--- config.mk ---
export PLATFORM = sky130hd
export DESIGN_NAME = usb_hpi_sequencer
export DESIGN_NICKNAME = d
export VERILOG_FILES = /design/src/rtl/usb_hpi_sequencer.sv
export SDC_FILE = /design/constraint.sdc
export NUM_CORES = 1
export LEC_CHECK = 0
export ABC_AREA = 0
export CORE_MARGIN = 3
export CORE_UTILIZATION = 45
export CTS_CLUSTER_DIAMETER = 200
export DETAILED_ROUTE_END_ITERATION = 16
export PLACE_DENSITY = 0.8
export SLEW_MARGIN = 10
export SYNTH_ARGS = -nofsm -noshare
export SYNTH_HDL_FRONTEND = slang
export SYNTH_SLANG_ARGS = --single-unit
--- constraint.sdc ---
create_clock -name clk -period 2.47 [get_ports clk]
set_clock_uncertainty 0.05 [all_clocks]
set_input_delay 0.494 -clock clk [delete_from_list [all_inputs] [get_ports clk]]
set_output_delay 0.494 -clock clk [all_outputs]
set_load 0.01 [all_outputs]
--- src/rtl/usb_hpi_sequencer.sv ---
// rtl/usb_hpi_sequencer.sv - HPI burst sequencer for the CY7C67200 host port
module usb_hpi_sequencer #(
    parameter int STROBE_CYCLES = 4,
    parameter int HOLD_CYCLES   = 2,
    parameter int RST_CYCLES    = 16
) (
    input  logic        clk,
    input  logic        reset,
    input  logic        cmd_valid,
    output logic        cmd_ready,
    input  logic        cmd_write,
    input  logic [15:0] cmd_addr,
    input  logic [7:0]  cmd_len,
    input  logic [15:0] wr_data,
    input  logic        wr_valid,
    output logic        wr_ready,
    output logic [15:0] rd_data,
    output logic        rd_valid,
    output logic        busy,
    output logic        done,
    output logic [1:0]  hpi_addr,
    output logic        hpi_cs_n,
    output logic        hpi_rd_n,
    output logic        hpi_wr_n,
    output logic        hpi_rst_n,
    output logic [15:0] hpi_data_out,
    output logic        hpi_data_oe,
    input  logic [15:0] hpi_data_in
);

    // HPI register selects; MAILBOX (2'b01) and STATUS (2'b11) are never driven here
    localparam logic [1:0] REG_DATA    = 2'b00;
    localparam logic [1:0] REG_ADDRESS = 2'b10;

    localparam logic [7:0] STB_LAST  = 8'(STROBE_CYCLES - 1);
    localparam logic [7:0] HOLD_LAST = 8'(HOLD_CYCLES - 1);
    localparam logic [7:0] RST_LAST  = 8'(RST_CYCLES - 1);

    typedef enum logic [2:0] {
        S_RST_HOLD,
        S_IDLE,
        S_SETUP,
        S_STROBE,
        S_HOLD,
        S_GAP,
        S_WAIT_WR
    } state_t;

    state_t      r_state;
    state_t      w_next_state;
    logic [7:0]  r_cnt;
    logic        r_write;
    logic        r_addr_phase;
    logic [15:0] r_words;
    logic [15:0] r_data_out;
    logic [15:0] r_rd_data;

    logic        w_drive;
    logic        w_data_rd;
    logic        w_last_word;

    // The address phase is always a write; data phases follow the command direction
    assign w_drive     = r_addr_phase | r_write;
    assign w_data_rd   = ~r_addr_phase & ~r_write;
    assign w_last_word = (r_words == 16'd1);

    assign busy         = (r_state != S_IDLE);
    assign hpi_rst_n    = (r_state != S_RST_HOLD);
    assign hpi_addr     = r_addr_phase ? REG_ADDRESS : REG_DATA;
    assign hpi_data_out = r_data_out;
    assign rd_data      = r_rd_data;

    // State register; reset aborts whatever access is in flight
    always_ff @(posedge clk) begin
        if (reset) begin
            r_state <= S_RST_HOLD;
        end else begin
            r_state <= w_next_state;
        end
    end

    // Phase timer: restarts on every state change, runs only in timed states
    always_ff @(posedge clk) begin
        if (reset) begin
            r_cnt <= 8'd0;
        end else if (w_next_state != r_state) begin
            r_cnt <= 8'd0;
        end else if (r_state == S_RST_HOLD || r_state == S_STROBE || r_state == S_HOLD) begin
            r_cnt <= r_cnt + 8'd1;
        end
    end

    // Command latch, write-data latch, read capture and burst word counter
    always_ff @(posedge clk) begin
        if (reset) begin
            r_write      <= 1'b0;
            r_addr_phase <= 1'b0;
            r_words      <= 16'd0;
            r_data_out   <= 16'd0;
            r_rd_data    <= 16'd0;
        end else begin
            if (r_state == S_IDLE && cmd_valid) begin
                r_write      <= cmd_write;
                r_addr_phase <= 1'b1;
                r_data_out   <= cmd_addr & 16'hFFFE;
                r_words      <= (cmd_len == 8'd0) ? 16'd1 : {8'd0, cmd_len};
            end
            if (r_state == S_STROBE && r_cnt == STB_LAST && w_data_rd) begin
                r_rd_data <= hpi_data_in;
            end
            if (r_state == S_GAP) begin
                if (r_addr_phase) begin
                    r_addr_phase <= 1'b0;
                end else begin
                    r_words <= r_words - 16'd1;
                end
            end
            if (r_state == S_WAIT_WR && wr_valid) begin
                r_data_out <= wr_data;
            end
        end
    end

    // Next-state and pin decode; strobes and chip select follow the state directly
    always_comb begin
        w_next_state = r_state;
        cmd_ready    = 1'b0;
        wr_ready     = 1'b0;
        hpi_cs_n     = 1'b1;
        hpi_rd_n     = 1'b1;
        hpi_wr_n     = 1'b1;
        hpi_data_oe  = 1'b0;
        rd_valid     = 1'b0;
        done         = 1'b0;
        case (r_state)
            S_RST_HOLD: begin
                if (r_cnt == RST_LAST) begin
                    w_next_state = S_IDLE;
                end
            end
            S_IDLE: begin
                cmd_ready = 1'b1;
                if (cmd_valid) begin
                    w_next_state = S_SETUP;
                end
            end
            S_SETUP: begin
                hpi_cs_n     = 1'b0;
                hpi_data_oe  = w_drive;
                w_next_state = S_STROBE;
            end
            S_STROBE: begin
                hpi_cs_n    = 1'b0;
                hpi_data_oe = w_drive;
                if (w_drive) begin
                    hpi_wr_n = 1'b0;
                end else begin
                    hpi_rd_n = 1'b0;
                end
                if (r_cnt == STB_LAST) begin
                    w_next_state = S_HOLD;
                end
            end
            S_HOLD: begin
                hpi_cs_n    = 1'b0;
                hpi_data_oe = w_drive;
                rd_valid    = w_data_rd & (r_cnt == 8'd0);
                if (r_cnt == HOLD_LAST) begin
                    w_next_state = S_GAP;
                end
            end
            S_GAP: begin
                if (!r_addr_phase && w_last_word) begin
                    done         = 1'b1;
                    w_next_state = S_IDLE;
                end else if (r_write) begin
                    w_next_state = S_WAIT_WR;
                end else begin
                    w_next_state = S_SETUP;
                end
            end
            S_WAIT_WR: begin
                wr_ready = 1'b1;
                if (wr_valid) begin
                    w_next_state = S_SETUP;
                end
            end
            default: begin
                w_next_state = S_RST_HOLD;
            end
        endcase
    end

endmodule

# Yosys cells after proc, flatten, opt, wreduce, memory -nomap -nowiden

Cells that the tools add are included.

Add/sub/neg operators: 2
Eq/ne operators: 12
Mux-type cells: 29
Bitwise operators: 5
Reductions and logical operators: 15

Operators with widths:

| operator                                                                 | number |
|---|---|
| 16-bit 2-to-1 mux                                                        | 5 |
| 3-bit 2-to-1 mux                                                         | 7 |
| 3-bit case mux with 7 select lines                                       | 1 |
| 16-bit by 1-bit == test with 1-bit output (second input constant)        | 1 |
| 8-bit zero test                                                          | 2 |
| 16-bit by 1-bit subtractor with 16-bit output (second input constant)    | 1 |
| 1-bit 2-to-1 mux                                                         | 14 |
| 3-bit == test (second input constant)                                    | 3 |
| 8-bit by 1-bit adder with 8-bit output (second input constant)           | 1 |
| 8-bit by 1-bit == test with 1-bit output (second input constant)         | 1 |
| 8-bit by 2-bit == test with 1-bit output (second input constant)         | 1 |
| 8-bit by 4-bit == test with 1-bit output (second input constant)         | 1 |
| 8-bit 2-to-1 mux                                                         | 1 |
| 3-bit by 2-bit == test with 1-bit output (second input constant)         | 2 |
| 1-bit logical AND                                                        | 5 |
| 3-bit by 1-bit == test with 1-bit output (second input constant)         | 1 |
| 3-bit zero test                                                          | 1 |
| 3-bit by 1-bit inequality test with 1-bit output (second input constant) | 1 |
| 3-bit inequality test                                                    | 1 |
| 3-bit nonzero test                                                       | 1 |
| 3-bit OR reduction                                                       | 1 |
| 1-bit bitwise AND                                                        | 2 |
| 1-bit logical OR                                                         | 2 |
| 2-bit 2-to-1 mux                                                         | 1 |
| other kinds (5)                                                          | 6 |

Register bits after elaboration: 61
Bits of input ports: 61
Output and inout port bits: 44
Logic and storage cells: 70

# Longest topological paths before layout

Word-level depth: 6
Depth in mapped cells: 7
Depth with buffers taken out: 7

# Worst setup path after synthesis

Ideal clock, no wire load.

Path kind: register to register
From: register r_words[0]
To: register r_words[14]
Library setup time: 0.065 ns
Arrival: 1.713 ns
Required time: 2.355 ns
Slack: 0.642 ns
Stages on the path, launching flop included: 8
Buffers on the path: 0
Clock period less this slack: 1.828 ns
Cell sequence: dfxtp_1 > inv_1 > ha_1 > nor3b_1 > nand4_1 > nor4_1 > mux2_2 > nor2_1

Word-level cells in the longest chain between the ends: 3

RTL lines:

| what                                          | RTL line | text |
|---|---|---|
| start: declaration                            | 54       | `logic [15:0] r_words;` |
| start signal: assignment                      | 106      | `r_words <= (cmd_len == 8'd0) ? 16'd1 : {8'd0, cmd_len};` |
| start signal: assignment                      | 115      | `r_words <= r_words - 16'd1;` |
| 16-bit by 1-bit subtractor with 16-bit output | 115      |  |
| 16-bit 2-to-1 mux                             | 112      | `if (r_addr_phase) begin` |
| 16-bit 2-to-1 mux                             | 111      | `if (r_state == S_GAP) begin` |

Every way passes these cells.
A chain may end at the register's enable or synchronous reset.

# Final worst setup path

From: register r_state[2]
To: output rd_valid

Word-level cells in the longest chain between the ends: 2

RTL lines:

| what                     | RTL line | text |
|---|---|---|
| start: declaration       | 49       | `state_t r_state;` |
| start signal: assignment | 78       | `r_state <= w_next_state;` |
| 3-bit == test            | 135      | `case (r_state)` |
| 1-bit 2-to-1 mux         | 135      |  |
| end: declaration         | 18       | `output logic rd_valid,` |

Every way passes these cells.

==> out/results.txt <==
status -> finished clean
P_sw -> 518 uW
DP Wirelength -> 5860 um
sequential power share -> 0.473
PD cells -> 491 nW/um^2
syn_nets -> 436
min-delay worst type -> input port to flip-flop
Final Core Density -> 0.684
Critical Path RT -> 1.93 ns
Inserted Clock Buffers -> 9
Sinks on Clock Net -> 61
Slew headroom -> 0.641
kind of critical path -> flip-flop to output pin
final setup vio count -> 0
Die ar. -> 7730 sq um
critical path's slowest cell -> clkdlybuf4s50_1
largest net degree at the start of global routing -> 52
Tightest Pin Transition -> 0.537 ns
GPL Wtd Cong -> 0.842
min Tclk post-route -> 2.36 ns
layout cells sized above 1 -> 0.108
Final Cycle Share -> 0.955
Comb power frac -> 0.094
drt total wl -> 8320 um
RSZ-0062 raised after global routing -> no
EDFF count, synth -> 0
antenna viol nets, final -> 0
H-tree depth -> 3
total gr overflow -> 0
first-pass GRT wire length -> 13300 um
nets -> 543
Pleak -> 0.00169 uW
final hold vios -> 0
Antenna diodes -> 0
Ys Warns -> 0
area grow syn2layout -> 45.4%
total power -> 2150 uW
Hold-fix buffers, CTS -> 0
Post-Syn Area -> 3020 sq um
fraction of registers with async set or reset after synthesis -> 0
vias per cell -> 5.58
Port Buffers -> 102
Row Count -> 29
TNS Setup -> 0 ns
Cells after Synth -> 370
# placed instances -> 542
Clock power frac -> 0.434
Longest Clk Path Bufs -> 2
vias in the first global route -> 2917
Yosys reg bits -> 61
Startpoint Class -> flip-flop
maximum VDD drop -> 0.310 mV
total track usage -> 0.215
DR vias -> 3121
Routed wire per std cell -> 14.9 um
post-synthesis cell type count -> 48
crit path capture type -> output pin
Core Area -> 6420 sq um
P_int -> 1640 uW
crit path max fanout -> 13
register area share after synthesis -> 0.404
crit path cell chain -> nor2b_1, nand4_1, nor2_1, clkdlybuf4s50_1
Initial Utilization -> 0.470
latest clock arrival within the worst-skew pair -> 0.35 ns
ys flop type -> dfxtp_1
clk root buf -> clkbuf_8
Fmax -> 424 MHz
Die Span Y -> 87.9 um
IO Pins -> 105
Pins Over Slew Limit -> 0
Die Span X -> 87.9 um
DRC -> 0
initial antenna violation count -> 0
initial drt markers -> 219
TritonCTS clock tree -> built
largest stage delay on the critical path -> 0.55 ns
Min Hold Slack -> 0.371 ns
CP arrival -> 1.82 ns
Mapped Avg Cell Area -> 8.16 sq um
Cell Count, Final, Fillers Out -> 559
Reg clk slew, reported paths -> 0.06 ns
switch share -> 0.241
TritonRoute pass-1 iters -> 5
max-cap violations -> 0
==> sequential cells by signal, summed over array words and instances (netlist names) <==
| name | flops |
|---|---|
| r_words | 16 |
| rd_data | 16 |
| r_state | 3 |
| hpi_data_out | 16 |
| r_addr_phase | 1 |
| r_write | 1 |
| r_cnt | 8 |
==> critical path, delay by kind of cell, from the launching register on <==
family        cells  cell delay (ns)
flops             1             0.42
buf+inv           1             0.55
simple gates      3             0.51
==> cell type report <==
class | instances | area, sq um
clock buffer | 11 | 151
clock inverter | 5 | 58.8
fill | 514 | 2030
inverter | 11 | 41.3
multi-input combinational | 274 | 1660
sequential | 61 | 1230
tap | 77 | 96.3
timing repair buffer | 120 | 1150
==> logic make-up after synthesis <==
family / after synthesis / synth area share
DFF: 61 / 0.404
other: 1 / 0.00124
xor gates and xnor gates: 7 / 0.0203
buffers and inverters: 35 / 0.0518
AOI/OAI and AO/OA: 64 / 0.148
muxes: 23 / 0.0787
and+or+nand+nor: 174 / 0.275
adders and majority gates: 5 / 0.0207
==> cell usage in the layout (no fill, tap or decap), types with 10 or more instances in the layout <==
cell type and count:
o21ai_0 11, buf_4 18, dfxtp_1 58, nand3_1 10, clkbuf_8 11, nor2_1 66
a21oi_1 20, mux2i_1 17, a311oi_1 19, nand2_1 51, clkdlybuf4s50_1 100, inv_1 11
==> per-stage QoR <==
stage	area, sq um	worst slack (ns)
2_1_floorplan	3020	0.642
3_3_place_gp	4140	0.197
3_5_place_dp	4140	0.169
4_1_cts	4380	0.0422
5_1_grt	4390	0.000902
6_report	4390	0.110
==> synthesized netlist by cell type, types with 2 or more instances <==
cell / n / area, sq um
nor2b_1: 2 / 12.5
clkbuf_1: 12 / 45.0
and2_1: 3 / 18.8
a31oi_1: 3 / 18.8
a21oi_1: 20 / 100
xor2_1: 4 / 35.0
nor3_1: 6 / 30.0
or3_1: 3 / 18.8
mux2_2: 6 / 67.6
mux2i_1: 17 / 170
dfxtp_1: 61 / 1220
nand3_1: 10 / 50.1
inv_1: 11 / 41.3
and4_1: 2 / 17.5
a21o_1: 2 / 15.0
xnor2_1: 3 / 26.3
nor3b_1: 2 / 15.0
nand2_1: 51 / 191
and3_1: 4 / 25.0
buf_2: 8 / 40.0
nand4_1: 6 / 37.5
o21ai_0: 11 / 55.1
nor4_1: 8 / 50.1
a32oi_1: 2 / 17.5
ha_1: 5 / 62.6
nor2_1: 66 / 248
buf_4: 2 / 15.0
a311oi_1: 19 / 166
and3b_1: 2 / 17.5
==> worst paths after layout <==
path | startpoint | to | slack (ns) | cells past startpoint
max | r_state[2] | rd_valid | 0.11 | 4
min | reset | r_state[2] | 0.37 | 2
max reg2reg | r_words[0] | r_words[14] | 0.37 | 7
min reg2reg | hpi_data_out[0] | hpi_data_out[0] | 0.43 | 2
==> power groups by stage <==
stage                     clock [uW]  combinational, uW  sequential (uW)
after floorplan                    0               86.5             1040
after global placement             0                192             1040
after detailed placement           0                195             1040
after CTS                        948                200             1020
after global routing             988                217             1020
final                            934                201             1020
==> layer usage <==
| layer | global-route usage | wire length (um) | part of all wire |
|---|---|---|---|
| met1 | 0.273 | 3500 | 0.42 |
| met5 | 0 | 0 | 0 |
| met3 | 0.0442 | 470 | 0.057 |
| met4 | 0.0907 | 140 | 0.017 |
| met2 | 0.353 | 4200 | 0.51 |
==> repair_timing <==
item                       4_1_cts  5_1_grt
setup endpoints to repair        8        3
pin swaps                        2        1
resized for setup                7        3
setup buffers                    1        0
Power figures use the tool's default switching activity.
